<file path="config.mk">
export PLATFORM = sky130hd
export DESIGN_NAME = tt_um_edge_capture
export DESIGN_NICKNAME = d
export VERILOG_FILES = /design/src/rtl/tt_edge_capture_pkg.sv /design/src/rtl/edge_sync_detect.sv /design/src/rtl/tt_um_edge_capture.sv
export SDC_FILE = /design/constraint.sdc
export NUM_CORES = 1
export LEC_CHECK = 0
export ABC_AREA = 0
export CAP_MARGIN = 20
export CORE_MARGIN = 5
export CORE_UTILIZATION = 52
export CTS_BUF_LIST = sky130_fd_sc_hd__clkbuf_4
export DETAILED_ROUTE_END_ITERATION = 12
export PLACE_DENSITY_LB_ADDON = 0.3
export SLEW_MARGIN = 15
export SYNTH_ARGS = -nofsm -noshare
export SYNTH_HDL_FRONTEND = slang
export SYNTH_HIERARCHICAL = 1
export SYNTH_SLANG_ARGS = --single-unit
</file>
<file path="constraint.sdc">
create_clock -name clk -period 2.1 [get_ports clk]
set_input_delay 0.21 -clock clk [delete_from_list [all_inputs] [get_ports clk]]
set_output_delay 0.21 -clock clk [all_outputs]
set_load 0.05 [all_outputs]
</file>
<file path="src/rtl/tt_edge_capture_pkg.sv">
// Shared types and constants for the edge-capture tile.
package tt_edge_capture_pkg;

  typedef enum logic [1:0] {
    IDLE  = 2'd0,
    ARM   = 2'd1,
    COUNT = 2'd2,
    DONE  = 2'd3
  } state_e;

  localparam int unsigned BUSY_BIT = 0;
  localparam int unsigned DONE_BIT = 1;
  localparam int unsigned OVF_BIT  = 2;

  localparam logic [7:0] UIO_OE_MASK = 8'h07;

  function automatic logic [7:0] sel_byte(input logic [15:0] word, input logic hi);
    return hi ? word[15:8] : word[7:0];
  endfunction

endpackage

</file>
<file path="src/rtl/edge_sync_detect.sv">
// Two-flop synchronizer followed by a rising-edge register; one-cycle pulse per rise.
module edge_sync_detect (
  input  logic i_clk,
  input  logic i_rst_n,
  input  logic i_sig,
  output logic o_edge_pulse
);

  logic r_s1;
  logic r_s2;
  logic r_s3;

  always_ff @(posedge i_clk or negedge i_rst_n) begin
    if (!i_rst_n) begin
      r_s1 <= 1'b0;
      r_s2 <= 1'b0;
      r_s3 <= 1'b0;
    end else begin
      r_s1 <= i_sig;
      r_s2 <= r_s1;
      r_s3 <= r_s2;
    end
  end

  assign o_edge_pulse = r_s2 & ~r_s3;

endmodule

</file>
<file path="src/rtl/tt_um_edge_capture.sv">
// Gated rising-edge counter: counts sig_in edges over a programmable window and
// latches the total for byte-wise readout.
module tt_um_edge_capture
  import tt_edge_capture_pkg::*;
#(
  parameter int unsigned GATE_UNIT = 16,
  parameter int unsigned CNT_W     = 16
) (
  input  logic       clk,
  input  logic       rst_n,
  input  logic       ena,
  input  logic [7:0] ui_in,
  output logic [7:0] uo_out,
  input  logic [7:0] uio_in,
  output logic [7:0] uio_out,
  output logic [7:0] uio_oe
);

  localparam int unsigned GW = $clog2(32 * GATE_UNIT);
  localparam logic [CNT_W-1:0] CNT_MAX = '1;

  logic             w_edge_pulse;
  logic             w_start_edge;
  logic             w_at_max;
  logic [CNT_W-1:0] w_cnt_next;
  logic [GW-1:0]    w_gate_load;
  logic [7:0]       w_uio_out;
  logic             w_unused;

  state_e           r_state;
  logic             r_start_q;
  logic             r_busy;
  logic             r_done;
  logic             r_ovf;
  logic [CNT_W-1:0] r_edge_cnt;
  logic [GW-1:0]    r_gate;
  logic [15:0]      r_result;

  edge_sync_detect u_sig_sync (
    .i_clk        (clk),
    .i_rst_n      (rst_n),
    .i_sig        (ui_in[0]),
    .o_edge_pulse (w_edge_pulse)
  );

  assign w_start_edge = ui_in[1] & ~r_start_q;
  assign w_at_max     = (r_edge_cnt == CNT_MAX);
  assign w_cnt_next   = (w_edge_pulse && !w_at_max) ? r_edge_cnt + CNT_W'(1) : r_edge_cnt;
  assign w_gate_load  = GW'((32'(ui_in[7:3]) + 32'd1) * GATE_UNIT - 32'd1);

  // Resets high so a start held through reset release does not arm a window.
  always_ff @(posedge clk or negedge rst_n) begin
    if (!rst_n) begin
      r_start_q <= 1'b1;
    end else begin
      r_start_q <= ui_in[1];
    end
  end

  always_ff @(posedge clk or negedge rst_n) begin
    if (!rst_n) begin
      r_state    <= IDLE;
      r_busy     <= 1'b0;
      r_done     <= 1'b0;
      r_ovf      <= 1'b0;
      r_edge_cnt <= '0;
      r_gate     <= '0;
      r_result   <= '0;
    end else if (ena) begin
      case (r_state)
        IDLE: begin
          if (w_start_edge) r_state <= ARM;
        end
        ARM: begin
          r_edge_cnt <= '0;
          r_gate     <= w_gate_load;
          r_busy     <= 1'b1;
          r_done     <= 1'b0;
          r_ovf      <= 1'b0;
          r_state    <= COUNT;
        end
        COUNT: begin
          r_edge_cnt <= w_cnt_next;
          if (w_edge_pulse && w_at_max) r_ovf <= 1'b1;
          // Final cycle of the window still contributes its edge.
          if (r_gate == '0) begin
            r_result <= 16'(w_cnt_next);
            r_busy   <= 1'b0;
            r_done   <= 1'b1;
            r_state  <= DONE;
          end else begin
            r_gate <= r_gate - GW'(1);
          end
        end
        DONE: begin
          if (w_start_edge) r_state <= ARM;
        end
        default: r_state <= IDLE;
      endcase
    end
  end

  always_comb begin
    w_uio_out           = '0;
    w_uio_out[BUSY_BIT] = r_busy;
    w_uio_out[DONE_BIT] = r_done;
    w_uio_out[OVF_BIT]  = r_ovf;
  end

  assign uo_out   = sel_byte(r_result, ui_in[2]);
  assign uio_out  = w_uio_out;
  assign uio_oe   = UIO_OE_MASK;
  assign w_unused = ^uio_in;

endmodule

</file>
==> metrics.md, run 1 <==
| Metric | Value |
|---|---|
| Synth unique cells | 52 |
| Slew Viols, Final | 0 |
| Worst r2r path cells | 8 |
| Period Utilization, post-route | between 90% and 100% |
| Worst-path clk slew | 0.16 ns |
| CP top delay family | simple AND/OR/NAND/NOR gates |
| Worst path bufs/invs | 2 |
| Diodes inserted | 0 |
| Worst-path cell chain | inv_1, ha_1, nor2b_1, nand3_2, or4_4, buf_12, nand2_1, o21ai_2 |
| Sequential fraction of the synthesis area | 39.7% |
| Total wire length | 6.21 mm |
| Post-synth top area share | 38.9% |
| Largest net degree at the start of global routing | 34 |
| Synth cell count leaders | dfrtp_1, nand2_1, nand3_1, o21ai_0, buf_4 |
| FF-to-FF Start | r_gate[0] |
| Total grt overflow | 0 |
| Status | finished, final reports clean |
| Vias | approximately 2500 |
| Most frequent cell after synthesis | dfrtp_1 |
| Die H | 87.9 um |
| Fmax achieved | 521 MHz |
| Hold Path Sink | u_sig_sync/r_s1 |
| Placed cells | 428 |
| Initial Utilization | between 50% and 60% |
| Synth warn | 6 |
| Pleak | 1.55 nW |
| Min-Delay Startpoint | ui_in[0] |
| Port Buffers | 21 |
| RSZ-0062 raised after global routing | false |
| Final min period | between 1.5 and 2 ns |
| Final setup vio count | 0 |
| HP Class | in -> reg |
| Share of cells above drive strength 1 | 20.2% |
| Average size of a mapped cell | 9.31 sq um |
| Cell taking the most area after synthesis | dfrtp_1 |
| IO Pins | 43 |
| Post-CTS setup buffer count | 0 |
| Clock root buffer | clkbuf_4 |
| CP max stage delay | 0.48 ns |
| Synthesized area | 0.00316 sq mm |
| Global-route wire length before repair | about 11 mm |
| Synthesized flop and latch total | 50 |
| TNS Setup | 0 ns |
| Routability Congestion | 0.805 |
| DRT Pass-1 Iters | 4 |
| CP max FO | 30 |
| Worst-Skew Late Latency | 0.37 ns |
| Gr usage total | 17.9% |
| Post-DR wirelength/cell | 14.2 um |
| PD cells | 811 mW/mm^2 |
| CP Launch Type | flop |
| Initial antenna violation count | 0 |
| Vias in the first global route | 2386 |
| FF-to-FF setup slack | roughly 0.18 ns |
| WP data required | 2.37 ns |
| CP arrival | 2.19 ns |
| Nets@finish | 386 |
| Post-route ant nets | 0 |
| CP max stage cell | or4_4 |
| Setup Crit Path Kind | reg -> reg |
| Finished Layout Cells | approximately 440 |
| Die area | between 0.007 and 0.008 sq mm |
| VDD IR-drop max | 0.452 mV |
| Initial DRC count | 142 |
| TritonCTS Sinks | 50 |
| Max cap viols | 0 |
| Post-synth top flop | dfrtp_1 |
| HPWL Detailed | 4.57 mm |
| Clock Skews | 0.0146 ns |
| WHS Path Cells | 1 |
| Worst slew margin | 61.4% |
| Synth Instances | 339 |
| RR Endpoint | r_result[6] |
| H-tree Lvls | 2 |
| Inserted Clock Buffers | 5 |
| # fillers | 541 |
| Worst-Margin Slew | 0.580 ns |
| Post-synth EDFFs | 0 |
| Core Rows | 28 |
| Max Root-Sink Buffers | 2 |
| Synth top area cells | dfrtp_1, nand2_1, o21ai_2, buf_4, nand3_1 |
| Die Span X | between 80 and 90 um |
| Asr flop ratio synth | between 90% and 100% |
| CTS tree | yes |
| DRC viols | 0 |
| Core ar. | between 0.005 and 0.006 sq mm |
| Via density | 5.68 |
| Crit. End Element | flop |
| Area growth syn-to-layout | 11.1% |
| Hold Vio Cnt, Final | 0 |
==> layout by cell type (no fill, tap or decap), types with 6 or more instances in the layout <==
cell and n:
nand3_1 23, nor3_1 7, nand4_1 9, ha_1 6, clkbuf_4 6, nand2_1 43, inv_1 11, xnor2_1 7
dfrtp_1 49, nor2_1 10, o21ai_0 18, clkdlybuf4s50_1 12, a21o_1 10, o21ai_2 15, xor2_1 11, a21oi_1 11
buf_4 24, mux2_2 8, conb_1 13
==> layer usage <==
metal	wire, um	part of all wire, %	global-route usage, %	vias to the layer above
met1	2750	44	23.1	1194
met2	3090	50	31.0	58
li1	-	-	-	1223
met5	0	0	0	-
met4	63	1.0	4.46	0
met3	306	4.9	3.29	5
==> worst reg2reg max path: stages, from the launching register on <==
cell     delay (ns)
dfrtp_1        0.43
inv_1          0.08
ha_1           0.16
nor2b_1        0.21
nand3_2        0.12
or4_4          0.48
buf_12         0.19
nand2_1        0.11
o21ai_2        0.05
==> power by group <==
group          switching [mW]  internal, mW
Combinational           0.597         0.397
Clock                   0.317         0.265
Sequential              0.169          1.10
==> logic make-up after synthesis <==
group                      share of synthesized area, %
muxes                                              3.97
and+or+nand+nor                                    22.6
buffers and inverters                              8.49
other                                             0.238
xor gates and xnor gates                           5.00
DFF                                                39.7
AOI/OAI and AO/OA                                  17.6
adders and majority gates                          2.38
==> metrics by stage <==
stage	hold slack [ns]	power [mW]	setup slack, ns	utilization [%]	instance area (sq um)
final	0.251	2.84	0.179	59.2	3510
after global routing	0.230	3.05	0.0188	59.2	3510
after CTS	0.241	2.86	0.0902	59.2	3500
after detailed placement	0.244	2.28	0.0975	57.6	3410
after global placement	0.246	2.25	0.132	57.6	3410
after floorplan	-0.0856	2.00	0.0811	-	3200
==> area by class of cell <==
cell class	count	area, sq um	area share (%)
clock buffers	6	45.0	1.28
multi-input cells	253	1680	47.9
repair buffers	40	355	10.1
inverters	11	41.3	1.18
well taps	75	93.8	2.68
flip-flops and latches	50	1250	35.7
clock inverters	2	37.5	1.07
==> state kept, by name (all words and copies together) (netlist names) <==
register and count:
r_state 2, u_sig_sync/r_s1 1, r_start_q 1, r_done 1, r_gate 9, u_sig_sync/r_s3 1
r_busy 1, r_ovf 1, r_result 16, r_edge_cnt 16, u_sig_sync/r_s2 1
==> worst max path at each step <==
stage,startpoint,endpoint,slack (ns),cells after the start
after global placement,ui_in[4],r_gate[7],0.13,7
after CTS,r_gate[0],r_result[0],0.09,8
after detailed placement,ui_in[4],r_gate[7],0.1,7
final,r_gate[0],r_result[6],0.18,8
after floorplan,r_gate[0],r_result[1],0.08,7
after global routing,r_edge_cnt[14],r_edge_cnt[14],0.02,6
==> what timing repair did <==
item	4_1_cts	5_1_grt
gates resized for setup	0	1
setup endpoints to repair	0	13
hold buffers	1	0
endpoints found under the hold margin	23	0
Note: power is estimated with default switching activity, not from simulation.
==> run 2, diff against run 1 <==
Settings changed: TNS_END_PERCENT from default to 5.
==> results of run 2 <==
The final DEF is identical to that of run 1; final timing and power are the same.
